**src/rtl/channel_collect_mux_pkg.sv**
```systemverilog
// rtl/channel_collect_mux_pkg.sv - shared constants, channel codes and FSM state for channel_collect_mux
// Package chmux_pkg:
//   NCH   - channel count (fixed at 4)
//   SEL_W - width of the channel select code carried with each word
//   CH0..CH3 - select codes matching the forward-path demux
//   state_t  - collector FSM state {IDLE, HOLD}
//   chan_code() - maps a 2-bit channel index to its select code
package chmux_pkg;

  localparam int NCH   = 4;
  localparam int SEL_W = 4;

  localparam logic [SEL_W-1:0] CH0 = 4'b0000;
  localparam logic [SEL_W-1:0] CH1 = 4'b0001;
  localparam logic [SEL_W-1:0] CH2 = 4'b0010;
  localparam logic [SEL_W-1:0] CH3 = 4'b0011;

  typedef enum logic {
    IDLE = 1'b0,
    HOLD = 1'b1
  } state_t;

  function automatic logic [SEL_W-1:0] chan_code(input logic [1:0] idx);
    logic [SEL_W-1:0] code;
    case (idx)
      2'd0:    code = CH0;
      2'd1:    code = CH1;
      2'd2:    code = CH2;
      default: code = CH3;
    endcase
    return code;
  endfunction

endpackage

```
**src/rtl/channel_collect_mux_if.sv**
```systemverilog
// rtl/channel_collect_mux_if.sv - channel-side and output-side handshake bundle for channel_collect_mux
// Signals:
//   in_valid[NCH], in_data[NCH*DW] (channel i at [i*DW +: DW]), in_ready[NCH]
//   out_valid, out_ready, out_data[DW], out_select[4]
//   out_parity (only when CHMUX_PARITY_EN is defined)
// Modports:
//   master - the collecting mux (drives in_ready and the output word)
//   slave  - the surrounding fabric (channel sources plus downstream sink)
interface channel_collect_mux_if
  import chmux_pkg::*;
#(
  parameter int DW = 8
);

  logic [NCH-1:0]    in_valid;
  logic [NCH*DW-1:0] in_data;
  logic [NCH-1:0]    in_ready;
  logic              out_valid;
  logic              out_ready;
  logic [DW-1:0]     out_data;
  logic [SEL_W-1:0]  out_select;
`ifdef CHMUX_PARITY_EN
  logic              out_parity;
`endif

  modport master (
    input  in_valid,
    input  in_data,
    output in_ready,
    output out_valid,
    input  out_ready,
    output out_data,
`ifdef CHMUX_PARITY_EN
    output out_parity,
`endif
    output out_select
  );

  modport slave (
    output in_valid,
    output in_data,
    input  in_ready,
    input  out_valid,
    output out_ready,
    input  out_data,
`ifdef CHMUX_PARITY_EN
    input  out_parity,
`endif
    input  out_select
  );

endinterface

```
**src/rtl/channel_collect_mux_rr_arbiter4.sv**
```systemverilog
// rtl/channel_collect_mux_rr_arbiter4.sv - combinational 4-way round-robin arbiter
// Ports:
//   req[3:0]   in  - per-channel request
//   ptr[1:0]   in  - highest-priority channel this cycle
//   en         in  - when low no grant is issued
//   grant[3:0] out - one-hot grant (all zero when none)
//   gidx[1:0]  out - index of the granted channel (0 when none)
//   any        out - a grant was issued
module rr_arbiter4 (
  input  logic [3:0] req,
  input  logic [1:0] ptr,
  input  logic       en,
  output logic [3:0] grant,
  output logic [1:0] gidx,
  output logic       any
);

  logic [1:0] idx;

  // Walk ptr, ptr+1, ... with 2-bit wraparound; first requester wins.
  always_comb begin
    grant = 4'b0000;
    gidx  = 2'd0;
    any   = 1'b0;
    idx   = 2'd0;
    for (int k = 0; k < 4; k++) begin
      idx = ptr + 2'(k);
      if (en && !any && req[idx]) begin
        any        = 1'b1;
        gidx       = idx;
        grant[idx] = 1'b1;
      end
    end
  end

endmodule

```
**src/rtl/channel_collect_mux.sv**
```systemverilog
// rtl/channel_collect_mux.sv - four-to-one round-robin collecting mux with registered, channel-tagged output
// Ports:
//   clk    in  - system clock, rising edge
//   rst_n  in  - synchronous active-low reset
//   enable in  - when low no new words are accepted; a held word still drains
//   bus    channel_collect_mux_if.master - channel inputs, in_ready, output word/handshake
// Optional feature: define CHMUX_PARITY_EN to add out_parity, the even parity over
// {out_select, out_data}, registered together with the word.
module channel_collect_mux
  import chmux_pkg::*;
#(
  parameter int DW = 8
) (
  input  logic                  clk,
  input  logic                  rst_n,
  input  logic                  enable,
  channel_collect_mux_if.master bus
);

  state_t           state;
  logic [1:0]       rr_ptr;
  logic             out_valid_q;
  logic [DW-1:0]    out_data_q;
  logic [SEL_W-1:0] out_select_q;

  logic             load_ok;
  logic [3:0]       grant;
  logic [1:0]       gidx;
  logic             any;
  logic [DW-1:0]    nxt_data;
  logic [SEL_W-1:0] nxt_select;

  // A new word may be taken when the output register is empty or being drained now.
  assign load_ok = enable & (~out_valid_q | bus.out_ready);

  // rst_n folds into the enable so in_ready stays low throughout reset.
  rr_arbiter4 u_arb (
    .req   (bus.in_valid),
    .ptr   (rr_ptr),
    .en    (load_ok & rst_n),
    .grant (grant),
    .gidx  (gidx),
    .any   (any)
  );

  assign bus.in_ready   = grant;
  assign nxt_data       = bus.in_data[int'(gidx)*DW +: DW];
  assign nxt_select     = chan_code(gidx);

  assign bus.out_valid  = out_valid_q;
  assign bus.out_data   = out_data_q;
  assign bus.out_select = out_select_q;

`ifdef CHMUX_PARITY_EN
  logic out_parity_q;
  assign bus.out_parity = out_parity_q;
`endif

  // any already implies load_ok, so in HOLD a grant only happens alongside out_ready.
  always_ff @(posedge clk) begin
    if (!rst_n) begin
      state        <= IDLE;
      rr_ptr       <= 2'd0;
      out_valid_q  <= 1'b0;
      out_data_q   <= '0;
      out_select_q <= CH0;
`ifdef CHMUX_PARITY_EN
      out_parity_q <= 1'b0;
`endif
    end else begin
      case (state)
        IDLE: begin
          if (any) begin
            state        <= HOLD;
            out_valid_q  <= 1'b1;
            out_data_q   <= nxt_data;
            out_select_q <= nxt_select;
            rr_ptr       <= gidx + 2'd1;
`ifdef CHMUX_PARITY_EN
            out_parity_q <= ^{nxt_select, nxt_data};
`endif
          end
        end
        HOLD: begin
          if (bus.out_ready) begin
            if (any) begin
              out_valid_q  <= 1'b1;
              out_data_q   <= nxt_data;
              out_select_q <= nxt_select;
              rr_ptr       <= gidx + 2'd1;
`ifdef CHMUX_PARITY_EN
              out_parity_q <= ^{nxt_select, nxt_data};
`endif
            end else begin
              state       <= IDLE;
              out_valid_q <= 1'b0;
            end
          end
        end
        default: begin
          state       <= IDLE;
          out_valid_q <= 1'b0;
        end
      endcase
    end
  end

endmodule

```
**src/flat_wrapper.sv**
```systemverilog
// flat-port wrapper written by rule: the top's interface ports become plain ports
module channel_collect_mux_flat import chmux_pkg::*;
#(
  parameter int DW = 8
)
  (clk, rst_n, enable, bus_in_valid, bus_in_data, bus_in_ready, bus_out_valid, bus_out_ready, bus_out_data, bus_out_select);
  channel_collect_mux_if #(.DW(DW)) bus_i ();
  input  logic clk;
  input  logic rst_n;
  input  logic enable;
  input wire logic [$bits(bus_i.in_valid)-1:0] bus_in_valid;
  input wire logic [$bits(bus_i.in_data)-1:0] bus_in_data;
  output wire logic [$bits(bus_i.in_ready)-1:0] bus_in_ready;
  output wire logic [$bits(bus_i.out_valid)-1:0] bus_out_valid;
  input wire logic [$bits(bus_i.out_ready)-1:0] bus_out_ready;
  output wire logic [$bits(bus_i.out_data)-1:0] bus_out_data;
  output wire logic [$bits(bus_i.out_select)-1:0] bus_out_select;
  assign bus_i.in_valid = bus_in_valid;
  assign bus_i.in_data = bus_in_data;
  assign bus_in_ready = bus_i.in_ready;
  assign bus_out_valid = bus_i.out_valid;
  assign bus_i.out_ready = bus_out_ready;
  assign bus_out_data = bus_i.out_data;
  assign bus_out_select = bus_i.out_select;
  channel_collect_mux #(.DW(DW)) u_core (.clk(clk), .rst_n(rst_n), .enable(enable), .bus(bus_i));
endmodule
```
**config.mk**
```make
export PLATFORM = sky130hd
export DESIGN_NAME = channel_collect_mux_flat
export DESIGN_NICKNAME = d
export VERILOG_FILES = /design/src/rtl/channel_collect_mux_pkg.sv /design/src/rtl/channel_collect_mux_if.sv /design/src/rtl/channel_collect_mux_rr_arbiter4.sv /design/src/rtl/channel_collect_mux.sv /design/src/flat_wrapper.sv
export SDC_FILE = /design/constraint.sdc
export NUM_CORES = 1
export LEC_CHECK = 0
export BUFFER_PORTS_ARGS = -buffer_cell sky130_fd_sc_hd__buf_4
export CAP_MARGIN = 20
export CORE_MARGIN = 2
export CORE_UTILIZATION = 50
export DETAILED_ROUTE_END_ITERATION = 6
export GPL_ROUTABILITY_DRIVEN = 0
export PLACE_DENSITY = 0.92
export SLEW_MARGIN = 20
export SYNTH_ARGS = -nofsm -noshare
export SYNTH_HDL_FRONTEND = slang
export SYNTH_SLANG_ARGS = --single-unit
```
**constraint.sdc**
```tcl
create_clock -name clk -period 9 [get_ports clk]
set_clock_uncertainty 0.1 [all_clocks]
set_input_delay 1.35 -clock clk [delete_from_list [all_inputs] [get_ports clk]]
set_output_delay 1.35 -clock clk [all_outputs]
set_load 0.02 [all_outputs]
```
==> results.md, run 1 <==
* Status: finished clean
* Most frequent cells in the layout: buf_4, dfxtp_1, mux4_2
* Largest net degree at the start of global routing at 16
* Port Buffers at 54
* Initial Util at 54.10%
* Final setup TNS at 0 ns
* Clk pin slew, worst setup/hold paths at 0.08 ns
* Reg-to-reg slack, setup at 5.60 ns
* First-pass GRT wire length at 5071 um
* Commonest non-fill, non-tap cell in the layout: buf_4
* Sw Pwr at ~0.000057 W
* Minimum clock period at 4.450 ns
* Worst path required time at between 7 and 8 ns
* Synth Cell Area at 1231 sq um
* Grt total ovfl at 0
* Leak Pwr at roughly 0.80 nW
* CTS HTree Levels at 1
* Sequential power share at 40.3%
* Element type at the critical path end: output pin
* GRT Overall Usage at 24.09%
* Synth Register Bits at 14
* Share of cells above drive strength 1 at 44.25%
* VDD IR-drop max at 0.00008854 V
* Maximum buffer depth of the clock tree at 2
* Slew Viols, Final at 0
* Fin. Hold Viols at 0
* Worst reg-to-reg path cell count at 10
* Die W at about 54 um
* Startpoint types: register
* DR iter-0 viols at 25
* Dpl hpwl at approximately 2500 um
* WL per Instance at 15.38 um
* Multi-input gate area at 884.6 sq um
* Worst slew pin tran at around 0.81 ns
* Period utilization at 49.44%
* Post-DR vias/cell at 5.861
* PD cells at 107.4 nW/um^2
* Crit path kind: reg2out
* CP max FO at 14
* # nets final at 223
* Post-Syn Instances at 125
* # setup viols final at 0
* HP Class: reg2reg
* Die H at 53.62 um
* MaxCap Viol Count at 0
* Yosys warnings at 0
* Clk_lat worst skew at 0.28 ns
* Avg Cell Area, Syn at 9.849 sq um
* DRT antenna net count at 0
* CTS tree: built
* Comb power frac at 39.7%
* Register area at 280.3 sq um
* CTS Hold Bufs at 0
* Row count at 17
* Pint at 0.0001204 W
* DRC Markers at 0
* # diodes at 0
* Sw Ratio at approximately 32%
* Library cells used by synthesis at 37
* Initial antenna violation count at 0
* TritonCTS Sinks at 14
* Root Buffer: clkbuf_4
* Clock Power Share at 19.9%
* Layout Utilization at 72.51%
* Drt total wl at between 3000 and 4000 um
* Area growth syn-to-layout at 34.04%
* Max_slew headroom at 45.28%
* I/O pin count at 57
* PostCTS Resize Cnt at 0
* CP arrival at 3.00 ns
* Vias in the first global route at between 1000 and 1500
* Unrepaired setup endpoints after global routing: false
* First drt pass iteration count at 4
* R2R Path End: u_core.bus.out_select[1]
* Launch point of the worst reg-to-reg path: u_core.rr_ptr[0]
* Die area at 2875 sq um
* Post-CTS Repair Setup Buffers at 0
* Worst Hold End: u_core.bus.out_select[0]
* Filler cells at 167
* Area of the core at 2276 sq um
* Max Clk Rate at about 220 MHz
* CTS buffer count at 3
* Hold path depth at 2
* Register area share after synthesis at 22.76%
* Hold path start: u_core.bus.out_select[0]
* Vias post-DR at 1184
==> state kept, by name, summed over array words and instances (netlist names) <==
name and flops:
u_core.bus.out_data 8, u_core.bus.out_select 2, u_core.rr_ptr 2, u_core.bus.out_valid 1, u_core.state 1
==> synthesized netlist by cell type (all sizes together) <==
master	number	area, sq um
a21boi	2	15.01
a21o	8	60.06
a21oi	1	5.000
a22oi	8	60.06
and2	2	15.01
and2b	1	8.760
and3	8	50.05
buf	5	35.02
clkbuf	5	20.01
conb	1	3.750
dfxtp	14	280.3
ha	7	87.58
inv	4	15.01
mux2i	3	30.03
mux4	12	274.0
nand2	8	30.03
nand3	1	5.000
nor2	10	37.54
nor2b	4	25.02
nor3	3	15.01
nor3b	3	22.52
nor4	2	27.53
o211ai	1	7.510
o21a	1	7.510
o21ai	6	33.78
o221a	1	11.26
o2bb2ai	1	27.53
o31a	1	8.760
or2	1	6.260
or3	1	6.260
==> layout make-up <==
type	count	area share, %
multi-input combinational	98	53.60
clock buffer	3	1.365
timing repair buffer	55	25.02
inverter	4	0.9098
sequential	14	16.98
tap	28	2.123
==> power groups by stage <==
| stage | logic, W | registers [W] | clock network (W) |
|---|---|---|---|
| final | 0.0000705 | 0.0000715 | 0.0000353 |
| after global placement | 0.0000677 | 0.0000723 | 0 |
| after CTS | 0.0000707 | 0.0000714 | 0.0000353 |
| after global routing | 0.0000757 | 0.0000721 | 0.0000391 |
| after floorplan | 0.0000387 | 0.0000766 | 0 |
| after detailed placement | 0.0000705 | 0.0000726 | 0 |
==> metrics by stage <==
step           cells  total power [W]  setup WS, ns  hold slack [ns]  instance area, sq um
2_1_floorplan    126        0.0001152         4.678           0.4281                  1235
3_3_place_gp     199        0.0001400         4.646           0.3884                  1628
3_5_place_dp     199        0.0001431         4.556           0.3970                  1628
4_1_cts          202        0.0001774         4.547           0.4080                  1650
5_1_grt          202        0.0001869         4.377           0.4596                  1650
6_report         202        0.0001773         4.550           0.4112                  1650
==> worst max-delay path by stage <==
stage,startpoint,endpoint,slack [ns],cells past startpoint
detailed placement,bus_in_valid[3],bus_in_ready[0],4.56,7
finish,u_core.rr_ptr[0],bus_in_ready[0],4.55,8
global route,u_core.rr_ptr[0],bus_in_ready[2],4.38,8
global placement,bus_in_valid[3],bus_in_ready[0],4.65,7
floorplan,bus_in_valid[2],bus_in_ready[1],4.68,6
CTS,u_core.rr_ptr[0],bus_in_ready[0],4.55,8
==> critical path, stage by stage, from the launching register on <==
cell and delay (ns):
dfxtp_1 0.66, inv_1 0.15, ha_1 0.41, mux4_2 0.59, nor4_4 0.33, and2_2 0.23, a22oi_1 0.08, o21ai_0 0.09
buf_4 0.17
==> routing by layer <==
metal,global-route usage [%],vias up,share of wire [%]
met5,0,-,0
met4,7.692,0,0.61
met3,5.556,2,7.4
li1,-,568,-
met1,29.51,560,41
met2,41.77,54,51
==> logic make-up (layout without fill, tap and decap cells) <==
logic type                 after synthesis  in the layout  share of synthesized area (%)
muxes                                   15             15                          24.70
and+or+nand+nor                         44             44                          20.22
DFF                                     14             14                          22.76
AOI/OAI and AO/OA                       30             30                          19.21
adders and majority gates                7              7                          7.113
other                                    1              2                         0.3046
buffers and inverters                   14             62                          5.689
Power figures use the tool's default switching activity.
==> run 2: changes to the inputs <==
--- a/config.mk
+++ b/config.mk
@@ -8,10 +8,10 @@
 export BUFFER_PORTS_ARGS = -buffer_cell sky130_fd_sc_hd__buf_4
 export CAP_MARGIN = 20
 export CORE_MARGIN = 2
-export CORE_UTILIZATION = 50
+export CORE_UTILIZATION = 42
 export DETAILED_ROUTE_END_ITERATION = 6
 export GPL_ROUTABILITY_DRIVEN = 0
-export PLACE_DENSITY = 0.92
+export PLACE_DENSITY = 0.83
 export SLEW_MARGIN = 20
 export SYNTH_ARGS = -nofsm -noshare
 export SYNTH_HDL_FRONTEND = slang
==> constraint.sdc (replaced) <==
create_clock -name clk -period 3.7 [get_ports clk]
set_clock_uncertainty 0.1 [all_clocks]
set_input_delay 0.555 -clock clk [delete_from_list [all_inputs] [get_ports clk]]
set_output_delay 0.555 -clock clk [all_outputs]
set_load 0.02 [all_outputs]
==> run 2 against run 1 <==
Net effect: clock-buffer cell count rose by 1; cell count rose by 3.0%; flip-flop and latch count did not move; first-iteration DRC count rose by 32%; die area rose by 18%; sequential share of layout area fell by 0.33 points; register-to-register slack got worse by 4.9 ns; sequential power rose by 140%; via count rose by 1.4%; non-clock buffer count rose by 2; hold slack got worse by 0.0084 ns; critical path type unchanged; critical endpoint is now bus_in_ready[1]; largest power group is now combinational cells.
==> results.md, run 2 (synthesis gave the netlist of run 1 again) <==
* GRT Overall Usage at 19.23%
* Vias post-DR at ~1200
* Max Clk Rate at a little over 300 MHz
* Clk_lat worst skew at between 0.2 and 0.3 ns
* Root Buffer: clkbuf_4
* Initial Util at 44.26%
* Period utilization at 88.08%
* Initial antenna violation count at 0
* Hold path start: u_core.bus.out_select[0]
* PostCTS Resize Cnt at 0
* First drt pass iteration count at 4
* Unrepaired setup endpoints after global routing: false
* Element type at the critical path end: output pin
* Largest net degree at the start of global routing at 16
* Startpoint types: register
* # diodes at 0
* Area of the core at between 2000 and 3000 sq um
* Sw Ratio at 31.01%
* CTS Hold Bufs at 0
* Pint at 0.0003165 W
* Port Buffers at 54
* R2R Path End: u_core.bus.out_select[1]
* Vias in the first global route at 1193
* Max_slew headroom at between 60% and 70%
* WL per Instance at 14.91 um
* MaxCap Viol Count at 0
* Die H at 58.14 um
* Grt total ovfl at 0
* DRC Markers at 0
* # setup viols final at 0
* Hold path depth at 2
* Fin. Hold Viols at 0
* Maximum buffer depth of the clock tree at 2
* CTS HTree Levels at 1
* Most frequent cells in the layout: buf_4, dfxtp_1, mux4_2
* VDD IR-drop max at around 0.00017 V
* Worst reg-to-reg path cell count at 10
* Worst path required time at 3.04 ns
* Layout Utilization at 60.50%
* Comb power frac at 38.3%
* Share of cells above drive strength 1 at 45.20%
* Row count at 19
* Clk pin slew, worst setup/hold paths at 0.09 ns
* Worst Hold End: u_core.bus.out_select[0]
* Slew Viols, Final at 0
* # nets final at around 230
* CTS tree: built
* Leak Pwr at 0.8229 nW
* DRT antenna net count at 0
* Reg-to-reg slack, setup at between 0.7 and 0.8 ns
* Final setup TNS at 0 ns
* Status: finished clean
* Die W at around 58 um
* Post-DR vias/cell at about 5.8
* HP Class: reg2reg
* CP arrival at ~2.6 ns
* Drt total wl at 3101 um
* Crit path kind: reg2out
* Sw Pwr at about 0.00014 W
* DR iter-0 viols at 33
* Commonest non-fill, non-tap cell in the layout: buf_4
* First-pass GRT wire length at 5043 um
* Max reg flops at 8
* I/O pin count at 57
* Post-CTS Repair Setup Buffers at 0
* Die area at around 3400 sq um
* Filler cells at around 230
* TritonCTS Sinks at 14
* Sequential power share at 37.1%
* PD cells at 272.6 nW/um^2
* Dpl hpwl at 2505 um
* CP max FO at 4
* Worst slew pin tran at 0.5743 ns
* Area growth syn-to-layout at 36.69%
* CTS buffer count at 3
* Clock Power Share at about a quarter
* Minimum clock period at about 3.3 ns
* Launch point of the worst reg-to-reg path: u_core.rr_ptr[1]
-- run 2: changes by cell type in the layout (fill, tap and decap cells not counted), sizes merged --
cell    change
clkbuf      +1
buf         +2
-- run 2: worst max path at each step --
stage,from,end,slack [ns],depth (start not counted)
after CTS,u_core.rr_ptr[1],bus_in_ready[1],0.43,8
after global placement,bus_in_valid[3],u_core.bus.out_select[0],0.84,9
after detailed placement,u_core.rr_ptr[1],bus_in_ready[1],0.76,8
after global routing,u_core.rr_ptr[1],bus_in_ready[1],0.25,8
after floorplan,u_core.rr_ptr[0],bus_in_ready[1],0.48,8
final,u_core.rr_ptr[1],bus_in_ready[1],0.44,8
-- run 2: critical path, stage by stage (launching register included) --
cell,delay (ns)
dfxtp_1,0.35
inv_1,0.07
ha_1,0.37
mux4_2,0.59
nor4_4,0.32
and2_2,0.24
a22oi_1,0.10
o21ai_0,0.10
buf_4,0.17
-- run 2: area by class of cell --
class,instances,area (sq um),area share (%)
multi-input cells,98,884.6,52.57
clock buffers,4,36.28,2.156
repair buffers,57,427.9,25.43
flip-flops and latches,14,280.3,16.65
well taps,31,38.79,2.305
inverters,4,15.01,0.8922
-- run 2: power by group through the flow --
stage	Clock, W	Sequential, W	Combinational, W
4_1_cts	0.000116	0.000170	0.000176
3_3_place_gp	0	0.000173	0.000170
6_report	0.000113	0.000170	0.000176
5_1_grt	0.000119	0.000171	0.000189
2_1_floorplan	0	0.000186	0.0000941
3_5_place_dp	0	0.000173	0.000176
-- run 2: stage by stage --
| stage | setup WS (ns) | hold slack [ns] | instance area, sq um | power [W] | cells |
|---|---|---|---|---|---|
| 6_report | 0.4410 | 0.4028 | 1683 | 0.0004587 | 208 |
| 5_1_grt | 0.2502 | 0.4201 | 1683 | 0.0004788 | 208 |
| 4_1_cts | 0.4321 | 0.4040 | 1683 | 0.0004620 | 208 |
| 3_5_place_dp | 0.7594 | 0.3916 | 1647 | 0.0003490 | 204 |
| 3_3_place_gp | 0.8380 | 0.3914 | 1647 | 0.0003432 | 204 |
| 2_1_floorplan | 0.4780 | 0.4281 | 1235 | 0.0002803 | 126 |
-- run 2: per-layer routing --
metal	up-vias	share of wire [%]	routed length (um)	GRT usage [%]
met5	-	0	0	0
met4	0	1.4	43	5.980
met3	6	7.4	231	4.018
met2	57	51	1585	33.77
met1	565	40	1241	23.50
li1	573	-	-	-
